### config.mk
export PLATFORM = sky130hd
export DESIGN_NAME = shot_resolver_flat
export DESIGN_NICKNAME = d
export VERILOG_FILES = /design/src/rtl/shot_resolver_pkg.sv /design/src/rtl/shot_resolver_if.sv /design/src/rtl/shot_resolver_sat_counter.sv /design/src/rtl/shot_resolver.sv /design/src/flat_wrapper.sv
export SDC_FILE = /design/constraint.sdc
export NUM_CORES = 1
export LEC_CHECK = 0
export BUFFER_PORTS_ARGS = -buffer_cell sky130_fd_sc_hd__buf_2
export CORE_MARGIN = 2
export CORE_UTILIZATION = 50
export CTS_BUF_LIST = sky130_fd_sc_hd__clkbuf_16
export DETAILED_ROUTE_END_ITERATION = 10
export MAX_ROUTING_LAYER = met4
export PLACE_DENSITY = 0.75
export SETUP_SLACK_MARGIN = 0.05
export SYNTH_ARGS = -nofsm -noshare
export SYNTH_HDL_FRONTEND = slang
export SYNTH_SLANG_ARGS = --single-unit
### constraint.sdc
create_clock -name clk -period 5.6 [get_ports clk]
set_input_delay 0.28 -clock clk [delete_from_list [all_inputs] [get_ports clk]]
set_output_delay 0.28 -clock clk [all_outputs]
set_load 0.005 [all_outputs]
### src/rtl/shot_resolver_pkg.sv
// Shared battleship definitions: cell encodings, result codes, board defaults
// and the resolver state type.
package shot_resolver_pkg;

  localparam int GRID_CELLS_DEF = 100;
  localparam int SHIP_CELLS_DEF = 17;

  localparam logic [1:0] PLACE_EMPTY = 2'b00;
  localparam logic [1:0] PLACE_SHIP  = 2'b01;

  localparam logic [1:0] SHOT_UNSHOT = 2'b00;
  localparam logic [1:0] SHOT_MISS   = 2'b01;
  localparam logic [1:0] SHOT_HIT    = 2'b10;

  localparam logic [1:0] RES_MISS    = 2'b00;
  localparam logic [1:0] RES_HIT     = 2'b01;
  localparam logic [1:0] RES_REPEAT  = 2'b10;
  localparam logic [1:0] RES_INVALID = 2'b11;

  typedef enum logic [2:0] {
    S_IDLE  = 3'd0,
    S_REQ   = 3'd1,
    S_READ  = 3'd2,
    S_EVAL  = 3'd3,
    S_WRITE = 3'd4,
    S_DONE  = 3'd5
  } state_e;

  // Shoot-memory value recorded for a freshly resolved shot.
  function automatic logic [1:0] shot_cell(input logic is_hit);
    return is_hit ? SHOT_HIT : SHOT_MISS;
  endfunction

endpackage

### src/rtl/shot_resolver_if.sv
// Borrowed placement/shoot memory buses plus the req/gnt handshake with the
// display-scan arbiter.
interface shot_resolver_if #(
  parameter int ADDR_W = 7
) ();
  logic              mem_req;
  logic              mem_gnt;
  logic [ADDR_W-1:0] place_addr;
  logic              place_oe;
  logic [1:0]        place_rdata;
  logic [ADDR_W-1:0] shoot_addr;
  logic              shoot_oe;
  logic              shoot_we;
  logic [1:0]        shoot_wdata;
  logic [1:0]        shoot_rdata;

  modport master (
    output mem_req, place_addr, place_oe, shoot_addr, shoot_oe, shoot_we, shoot_wdata,
    input  mem_gnt, place_rdata, shoot_rdata
  );

  modport slave (
    input  mem_req, place_addr, place_oe, shoot_addr, shoot_oe, shoot_we, shoot_wdata,
    output mem_gnt, place_rdata, shoot_rdata
  );
endinterface

### src/rtl/shot_resolver_sat_counter.sv
// Saturating up-counter with a synchronous clear; holds at MAX once reached.
module sat_counter #(
  parameter int WIDTH = 7,
  parameter int MAX   = 127
) (
  input  logic             clk,
  input  logic             clear_i,
  input  logic             inc_i,
  output logic [WIDTH-1:0] count_o
);
  logic [WIDTH-1:0] count_q;
  logic [WIDTH-1:0] count_d;

  // Next count: step by one unless already saturated.
  always_comb begin
    count_d = count_q;
    if (inc_i && (count_q != WIDTH'(MAX))) begin
      count_d = count_q + WIDTH'(1);
    end else begin
      count_d = count_q;
    end
  end

  // Count register with synchronous clear.
  always_ff @(posedge clk) begin
    if (clear_i) begin
      count_q <= '0;
    end else begin
      count_q <= count_d;
    end
  end

  assign count_o = count_q;
endmodule

### src/rtl/shot_resolver.sv
// Resolves one shot per fire request: borrows both memories, classifies the
// target cell, records the outcome and tracks the hit/shot tallies.
module shot_resolver
  import shot_resolver_pkg::*;
#(
  parameter int ADDR_W     = 7,
  parameter int GRID_CELLS = GRID_CELLS_DEF,
  parameter int SHIP_CELLS = SHIP_CELLS_DEF,
  parameter int RD_LAT     = 1
) (
  input  logic              clk,
  input  logic              reset,
  input  logic              fire_i,
  input  logic [ADDR_W-1:0] fire_addr_i,
  shot_resolver_if.master   mem,
  output logic              busy_o,
  output logic              done_o,
  output logic [1:0]        res_code_o,
  output logic [ADDR_W-1:0] hit_count_o,
  output logic [ADDR_W-1:0] shot_count_o,
  output logic              game_over_o
);
  state_e            state_q;
  logic [ADDR_W-1:0] addr_q;
  logic              inv_q;
  logic [1:0]        rd_cnt_q;
  logic              mem_req_q;
  logic              rd_oe_q;
  logic              shoot_we_q;
  logic [ADDR_W-1:0] place_addr_q;
  logic [ADDR_W-1:0] shoot_addr_q;
  logic [1:0]        shoot_wdata_q;
  logic              busy_q;
  logic              done_q;
  logic [1:0]        res_q;
  logic              game_over_q;

  logic              new_shot_s;
  logic              is_hit_s;
  logic              hit_inc_s;
  logic [ADDR_W-1:0] hit_count_s;
  logic [ADDR_W-1:0] shot_count_s;

  // rdata is valid in EVAL: the address was held for RD_LAT cycles in READ.
  assign is_hit_s   = (mem.place_rdata == PLACE_SHIP);
  assign new_shot_s = (state_q == S_EVAL) && mem.mem_gnt && (mem.shoot_rdata == SHOT_UNSHOT);
  assign hit_inc_s  = new_shot_s && is_hit_s;

  sat_counter #(.WIDTH(ADDR_W), .MAX(SHIP_CELLS)) u_hit_cnt (
    .clk(clk), .clear_i(reset), .inc_i(hit_inc_s), .count_o(hit_count_s)
  );

  sat_counter #(.WIDTH(ADDR_W), .MAX((1 << ADDR_W) - 1)) u_shot_cnt (
    .clk(clk), .clear_i(reset), .inc_i(new_shot_s), .count_o(shot_count_s)
  );

  // Resolver FSM; every bus/status output is a register driven from here.
  always_ff @(posedge clk) begin
    if (reset) begin
      state_q       <= S_IDLE;
      addr_q        <= '0;
      inv_q         <= 1'b0;
      rd_cnt_q      <= 2'd0;
      mem_req_q     <= 1'b0;
      rd_oe_q       <= 1'b0;
      shoot_we_q    <= 1'b0;
      place_addr_q  <= '0;
      shoot_addr_q  <= '0;
      shoot_wdata_q <= 2'b00;
      busy_q        <= 1'b0;
      done_q        <= 1'b0;
      res_q         <= 2'b00;
      game_over_q   <= 1'b0;
    end else begin
      done_q <= 1'b0;
      case (state_q)
        S_IDLE: begin
          if (fire_i && !game_over_q) begin
            state_q   <= S_REQ;
            addr_q    <= fire_addr_i;
            busy_q    <= 1'b1;
            inv_q     <= (fire_addr_i >= ADDR_W'(GRID_CELLS));
            mem_req_q <= (fire_addr_i < ADDR_W'(GRID_CELLS));
          end
        end
        S_REQ: begin
          if (inv_q) begin
            state_q <= S_DONE;
            done_q  <= 1'b1;
            res_q   <= RES_INVALID;
          end else if (mem.mem_gnt) begin
            state_q      <= S_READ;
            rd_cnt_q     <= 2'd0;
            rd_oe_q      <= 1'b1;
            place_addr_q <= addr_q;
            shoot_addr_q <= addr_q;
          end
        end
        // A lost grant drops the read and restarts it from the first cycle.
        S_READ: begin
          if (!mem.mem_gnt || (rd_cnt_q == 2'(RD_LAT - 1))) begin
            state_q      <= mem.mem_gnt ? S_EVAL : S_REQ;
            rd_oe_q      <= 1'b0;
            place_addr_q <= '0;
            shoot_addr_q <= '0;
          end else begin
            rd_cnt_q <= rd_cnt_q + 2'd1;
          end
        end
        S_EVAL: begin
          if (!mem.mem_gnt) begin
            state_q <= S_REQ;
          end else if (mem.shoot_rdata != SHOT_UNSHOT) begin
            state_q   <= S_DONE;
            mem_req_q <= 1'b0;
            done_q    <= 1'b1;
            res_q     <= RES_REPEAT;
          end else begin
            state_q       <= S_WRITE;
            shoot_we_q    <= 1'b1;
            shoot_addr_q  <= addr_q;
            shoot_wdata_q <= shot_cell(is_hit_s);
            res_q         <= is_hit_s ? RES_HIT : RES_MISS;
            if (hit_inc_s && (hit_count_s == ADDR_W'(SHIP_CELLS - 1))) begin
              game_over_q <= 1'b1;
            end
          end
        end
        S_WRITE: begin
          state_q       <= S_DONE;
          shoot_we_q    <= 1'b0;
          shoot_addr_q  <= '0;
          shoot_wdata_q <= 2'b00;
          mem_req_q     <= 1'b0;
          done_q        <= 1'b1;
        end
        S_DONE: begin
          state_q <= S_IDLE;
          busy_q  <= 1'b0;
          res_q   <= 2'b00;
          inv_q   <= 1'b0;
        end
        default: begin
          state_q <= S_IDLE;
        end
      endcase
    end
  end

  assign mem.mem_req     = mem_req_q;
  assign mem.place_addr  = place_addr_q;
  assign mem.place_oe    = rd_oe_q;
  assign mem.shoot_addr  = shoot_addr_q;
  assign mem.shoot_oe    = rd_oe_q;
  assign mem.shoot_we    = shoot_we_q;
  assign mem.shoot_wdata = shoot_wdata_q;
  assign busy_o          = busy_q;
  assign done_o          = done_q;
  assign res_code_o      = res_q;
  assign hit_count_o     = hit_count_s;
  assign shot_count_o    = shot_count_s;
  assign game_over_o     = game_over_q;
endmodule

### src/flat_wrapper.sv
// flat-port wrapper written by rule: the top's interface ports become plain ports
module shot_resolver_flat import shot_resolver_pkg::*;
#(
  parameter int ADDR_W     = 7,
  parameter int GRID_CELLS = GRID_CELLS_DEF,
  parameter int SHIP_CELLS = SHIP_CELLS_DEF,
  parameter int RD_LAT     = 1
)
  (clk, reset, fire_i, fire_addr_i, busy_o, done_o, res_code_o, hit_count_o, shot_count_o, game_over_o, mem_mem_req, mem_place_addr, mem_place_oe, mem_shoot_addr, mem_shoot_oe, mem_shoot_we, mem_shoot_wdata, mem_mem_gnt, mem_place_rdata, mem_shoot_rdata);
  shot_resolver_if #(.ADDR_W(ADDR_W)) mem_i ();
  input  logic clk;
  input  logic reset;
  input  logic fire_i;
  input  logic [ADDR_W-1:0] fire_addr_i;
  output logic busy_o;
  output logic done_o;
  output logic [1:0] res_code_o;
  output logic [ADDR_W-1:0] hit_count_o;
  output logic [ADDR_W-1:0] shot_count_o;
  output logic game_over_o;
  output wire logic [$bits(mem_i.mem_req)-1:0] mem_mem_req;
  output wire logic [$bits(mem_i.place_addr)-1:0] mem_place_addr;
  output wire logic [$bits(mem_i.place_oe)-1:0] mem_place_oe;
  output wire logic [$bits(mem_i.shoot_addr)-1:0] mem_shoot_addr;
  output wire logic [$bits(mem_i.shoot_oe)-1:0] mem_shoot_oe;
  output wire logic [$bits(mem_i.shoot_we)-1:0] mem_shoot_we;
  output wire logic [$bits(mem_i.shoot_wdata)-1:0] mem_shoot_wdata;
  input wire logic [$bits(mem_i.mem_gnt)-1:0] mem_mem_gnt;
  input wire logic [$bits(mem_i.place_rdata)-1:0] mem_place_rdata;
  input wire logic [$bits(mem_i.shoot_rdata)-1:0] mem_shoot_rdata;
  assign mem_mem_req = mem_i.mem_req;
  assign mem_place_addr = mem_i.place_addr;
  assign mem_place_oe = mem_i.place_oe;
  assign mem_shoot_addr = mem_i.shoot_addr;
  assign mem_shoot_oe = mem_i.shoot_oe;
  assign mem_shoot_we = mem_i.shoot_we;
  assign mem_shoot_wdata = mem_i.shoot_wdata;
  assign mem_i.mem_gnt = mem_mem_gnt;
  assign mem_i.place_rdata = mem_place_rdata;
  assign mem_i.shoot_rdata = mem_shoot_rdata;
  shot_resolver #(.ADDR_W(ADDR_W), .GRID_CELLS(GRID_CELLS), .SHIP_CELLS(SHIP_CELLS), .RD_LAT(RD_LAT)) u_core (.clk(clk), .reset(reset), .fire_i(fire_i), .fire_addr_i(fire_addr_i), .mem(mem_i), .busy_o(busy_o), .done_o(done_o), .res_code_o(res_code_o), .hit_count_o(hit_count_o), .shot_count_o(shot_count_o), .game_over_o(game_over_o));
endmodule
Yosys cells after proc, flatten, opt, wreduce, memory -nomap -nowiden
Index checks and enable logic that the tools add are counted.
{ "classes": {"bitwise": 1, "n_reduce_logical": 30, "muxes": 47, "eq_ne": 19, "n_lt_le_gt_ge": 2, "n_addsub": 3} }
{ "ops": {"columns": ["cell", "n"], "rows": [
  ["$mux 7", 5],
  ["$pmux 7 s4", 1],
  ["$mux 2", 10],
  ["$reduce_and 4->1", 4],
  ["$mux 1", 15],
  ["$mux 3", 5],
  ["$pmux 3 s5", 1],
  ["$add 7x1->7 const B", 2],
  ["$pmux 7 s2", 1],
  ["$ne 2x2->1 const B", 6],
  ["$reduce_and 3->1", 3],
  ["$pmux 1 s2", 4],
  ["$pmux 2 s2", 2],
  ["$reduce_bool 2->1", 4],
  ["$eq 7x5->1 const B", 1],
  ["$ge 7x7->1 const B", 1],
  ["$logic_and 1x1->1", 7],
  ["$lt 7x7->1 const B", 1],
  ["$ne 7x5->1 const B", 1],
  ["$ne 7x7->1 const B", 1],
  ["$eq 3x2->1 const B", 2],
  ["$eq 3x3->1 const B", 2],
  ["$ne 2x1->1 const B", 3],
  ["$pmux 1 s3", 2],
  ["other kinds (14)", 18]
]} }
{ "totals": {"inputBits": 15, "output_inout_bits": 39, "reg_bits": 51} }

Longest topological paths before layout
{ "logic_depth": {"ltp_word": 6, "ltp_mapped": 7} }

Modules after synthesis
From an unflattened synthesis, not the netlist that was laid out.
{ "hier_totals": {"cells_unflattened": 275, "area_unflattened_um2": 2466.1} }
{ "modules_own_cells": {"columns": ["mod", "area_per_inst_um2", "cells_each", "seq_area_each_um2", "n_inst"], "rows": [
  ["shot_resolver", 1765.4, 198, 740.7, 1],
  ["sat_counter at u_core.u_hit_cnt", 350.3, 40, 140.1, 1],
  ["sat_counter at u_core.u_shot_cnt", 350.3, 37, 140.1, 1]
]} }

Worst setup path before layout
Ideal clock, no wire load.
{ "synth_timing": {"path_type": "register -> register", "start": "register u_core.state_q[1]", "end": "register u_core.u_shot_cnt.count_q[3], in the netlist u_core.u_shot_cnt.count_o[3]", "stages_incl_launch_ff": 7, "setup_ns": 0.070, "arrival_time_ns": 1.750, "period_less_slack_ns": 1.821, "path_buffers": 2, "required_time_ns": 5.530, "path_slack_ns": 3.779, "path_cell_list": "dfxtp_1 > buf_4 > or3b_1 > buf_2 > or2_4 > or4_1 > a21oi_1"} }
{ "synth_between": {"elab_chain_len": 4} }
{ "synth_lines": {"columns": ["element", "line", "rtl"], "rows": [
  ["start: declaration", "shot_resolver.sv:23", "state_e state_q;"],
  ["start signal: assignment", "shot_resolver.sv:102", "state_q <= mem.mem_gnt ? S_EVAL : S_REQ;"],
  ["$eq 3x2->1", "shot_resolver.sv:46", "assign new_shot_s = (state_q == S_EVAL) && mem.mem_gnt && (mem.shoot_rdata == SHOT_UNSHOT);"],
  ["$logic_and 1x1->1 (2 in series)", "shot_resolver.sv:46", null],
  ["$logic_and 1x1->1", "shot_resolver_sat_counter.sv:17", "if (inc_i && (count_q != WIDTH'(MAX))) begin"],
  ["end signal: assignment", "shot_resolver_sat_counter.sv:29", "count_q <= count_d;"],
  ["end: declaration", "shot_resolver_sat_counter.sv:11", "logic [WIDTH-1:0] count_q;"]
]} }
Every way passes these cells.
A chain may end at the register's enable or synchronous reset.

Worst setup path after layout
{ "layout_timing": {"start": "register u_core.state_q[1]", "end": "register u_core.shoot_addr_q[4], in the netlist u_core.mem.shoot_addr[4]"} }
{ "layout_between": {"elab_chain_len": 3} }
{ "layout_lines": {"columns": ["element", "line", "rtl"], "rows": [
  ["$eq 3x3->1, or another cell as far along", "shot_resolver.sv:76", "case (state_q)"],
  ["$reduce_bool 4->1 (no source line), or another cell as far along", null, null],
  ["$reduce_and 6->1 (no source line)", null, null],
  ["end signal: assignment", "shot_resolver.sv:96", "shoot_addr_q <= addr_q;"],
  ["end signal: assignment", "shot_resolver.sv:121", "shoot_addr_q <= addr_q;"],
  ["end: declaration", "shot_resolver.sv:31", "logic [ADDR_W-1:0] shoot_addr_q;"]
]} }
Parallel ways exist; a longest one is shown, timed or not.

==> results.cfg <==
[route]
drt_iter0_drc = 144
met2_length_um = 2280
wl_met3_um = 217
met1_length_um = 2310
drc = 0
route.vias.total = 1968
via_per_inst = 5.67
drt-total-wl_um = 4840
drtAntennaViolNets = 0
first_pass_iters = 4
top_layer = met4
drt-wirelength-per-cell_um = 14.0

[power]
p_leak_nw = 1.13
p_per_area_nw_per_um2 = 309
ir_worst_vdd_mv = 0.141

[clocking]
tritoncts = done
hold_buffers = 0
cts_resized = 0
insertion_delay_ps = 290
cts_inserted_buffers = 5
clkTransAtPathRegs_ps = 70
htreeDepth = 2
clock-root-buffer = clkbuf_16
ctsLongestPathBuffers = 2
clock_sinks = 51
post-cts-setup-buffers = 0

[global_routing]
antenna_found_initial = 0
grt_pass1_vias = 1673
grt_max_degree = 42
gr-total-overflow = 0
grt_pass1_wl_um = 7980
grtUsageTotal_pct = 20.3

[hold_path]
hp-class = primary input to flop

[worst_setup_path]
crit_required_ps = 5830
crit_type = flop to flop
arrival_ps = 2480
crit_path_max_fanout = 18
cp-start-kind = flop
critPathCaptureType = flop

[layout]
multi_input_area_um2 = 1130
insertedDiodeCount = 0
syn_to_final_growth_pct = 19.6
seq_area_um2 = 1020
num-fill-cells = 374
fin_nets = 314
final_layout_size_suffix_gt1_share_pct = 23.4

[timing]
setup-tns-final_ps = 0
clock_skew_ps = 3.99
fin_ws_ps = 3360
hold_viol_final = 0
setup_violations = 0
period_needed_ps = 2240
rsz0062_at_grt = no
relSlewSlack_pct = 44.4
slew_violations = 0
fmax_ghz = 0.446
worst_pin_slew_ps = 828
finalCritPeriodShare_pct = 40.0

[floorplan]
num_rows = 24
die_h_um = 71.1
core_area_um2 = 4350
die-area_um2 = 5050
die_w_um = 71.1
start_util_pct = 51.6
io-pin-count = 54

[place]
hpwl_um = 3320
place_ws_ps = 3420
routabilityCongestion = 0.874
portBuffers = 53

[synth]
synthArstFlopShare_pct = 0
synth.cell_area_um2 = 2250
synthesis.instances = 247
avgSynthCellArea_um2 = 9.10
synth-seq-area-share_pct = 45.4
synth_edf_count = 0
ys.warnings.count = 0
synthFlopType = dfxtp_1
synth_cell_types = 50
synth_fp_nets = 267
synth-seq-cells = 51

[run_status]
outcome = finished clean

[run]
max-cap-violations = 0
metal layers:
metal	vias to the layer above	track usage, %
li1	987	-
met1	930	27.7
met2	47	30.1
met3	4	4.84
met4	0	5.66
met5	-	-
power breakdown:
group	switching (mW)	internal [mW]
registers	0.0149	0.377
logic	0.0518	0.0381
clock network	0.135	0.213
total	0.202	0.628
final cells by class:
cell class,count,area share [%]
timing repair buffer,53,9.86
sequential,51,38.0
tap,52,2.42
multi-input combinational,174,42.1
inverter,9,1.26
clock buffer,5,4.65
clock inverter,3,1.77
registers in the layout, indices dropped and copies added (netlist names):
| register | count |
|---|---|
| u_core.addr_q | 7 |
| u_core.busy_o | 1 |
| u_core.done_o | 1 |
| u_core.game_over_o | 1 |
| u_core.inv_q | 1 |
| u_core.mem.mem_req | 1 |
| u_core.mem.place_addr | 7 |
| u_core.mem.place_oe | 1 |
| u_core.mem.shoot_addr | 7 |
| u_core.mem.shoot_wdata | 2 |
| u_core.mem.shoot_we | 1 |
| u_core.rd_cnt_q | 2 |
| u_core.res_code_o | 2 |
| u_core.state_q | 3 |
| u_core.u_hit_cnt.count_o | 7 |
| u_core.u_shot_cnt.count_o | 7 |
critical path, stage by stage (launching register included):
cell and delay (ps):
dfxtp_1 630, or3b_1 500, o21a_1 160, nor3_1 670, a22o_1 230
cell usage after synthesis (2+ instances only):
| library cell | instances | area, um2 |
|---|---|---|
| xnor2_1 | 4 | 35.0 |
| or3b_2 | 2 | 17.5 |
| a21o_1 | 2 | 15.0 |
| nand3b_1 | 4 | 30.0 |
| a211oi_1 | 2 | 15.0 |
| o21ai_0 | 6 | 30.0 |
| and3_1 | 2 | 12.5 |
| nor2_1 | 34 | 128 |
| nand3_1 | 5 | 25.0 |
| nand2_1 | 9 | 33.8 |
| nor4_1 | 2 | 12.5 |
| ha_1 | 5 | 62.6 |
| nand2b_1 | 7 | 43.8 |
| buf_4 | 3 | 22.5 |
| nand4_1 | 2 | 12.5 |
| clkbuf_1 | 9 | 33.8 |
| a31oi_1 | 3 | 18.8 |
| nor3_1 | 8 | 40.0 |
| mux2i_1 | 9 | 90.1 |
| or4_1 | 3 | 22.5 |
| a21oi_1 | 20 | 100 |
| inv_1 | 9 | 33.8 |
| dfxtp_1 | 51 | 1020 |
| nand4bb_1 | 2 | 22.5 |
| nor2b_1 | 4 | 25.0 |
| a22o_1 | 14 | 123 |
| o31ai_1 | 3 | 22.5 |
layout by cell type (no fill, tap or decap), drive strengths merged, types with 2 or more instances in the layout:
cell	count
nand4bb	2
o21ai	6
or3b	3
mux2i	9
a21oi	20
nand4	2
nand2	9
clkbuf	5
a211oi	2
or2	2
or4	3
o31ai	3
nand2b	7
and3	2
nor4	2
nor2	34
buf	53
nand3b	4
xnor2	4
a21o	2
ha	5
nand3	5
inv	10
nor3	8
a31oi	3
nor2b	4
dfxtp	51
a22o	14
per-stage QoR:
| step | hold WS, ps | std cells | area [um2] | utilization [%] | power, mW |
|---|---|---|---|---|---|
| finish | 234 | 347 | 2690 | 61.8 | 0.830 |
| detailed placement | 447 | 339 | 2520 | 57.8 | 0.488 |
| CTS | 235 | 347 | 2690 | 61.8 | 0.835 |
| global route | 244 | 347 | 2690 | 61.8 | 0.862 |
| global placement | 444 | 339 | 2520 | 57.8 | 0.486 |
| floorplan | 428 | 247 | 2250 | - | 0.461 |
kinds of logic (layout without fill, tap and decap cells):
| kind of cell | after synthesis | in the layout | share of synthesized area, % |
|---|---|---|---|
| simple gates | 93 | 93 | 22.1 |
| compound gates | 62 | 62 | 19.4 |
| flops | 51 | 51 | 45.4 |
| buf+inv | 22 | 70 | 4.23 |
| mux | 10 | 10 | 4.51 |
| fa+ha+maj | 5 | 5 | 2.78 |
| xor+xnor | 4 | 4 | 1.56 |
worst paths after layout:
path | slack [ps] | to | depth (start not counted) | from
max | 3360 | u_core.mem.shoot_addr[4]$_SDFFE_PP0P_ | 4 | u_core.state_q[1]$_SDFFE_PP0P_
min | 230 | u_core.addr_q[0]$_SDFFE_PP0P_ | 3 | fire_addr_i[0]
max reg2reg | 3360 | u_core.mem.shoot_addr[4]$_SDFFE_PP0P_ | 4 | u_core.state_q[1]$_SDFFE_PP0P_
min reg2reg | 460 | u_core.mem.shoot_we$_SDFFE_PP0P_ | 2 | u_core.mem.shoot_we$_SDFFE_PP0P_
No activity file was read; power rests on OpenSTA's default activity.
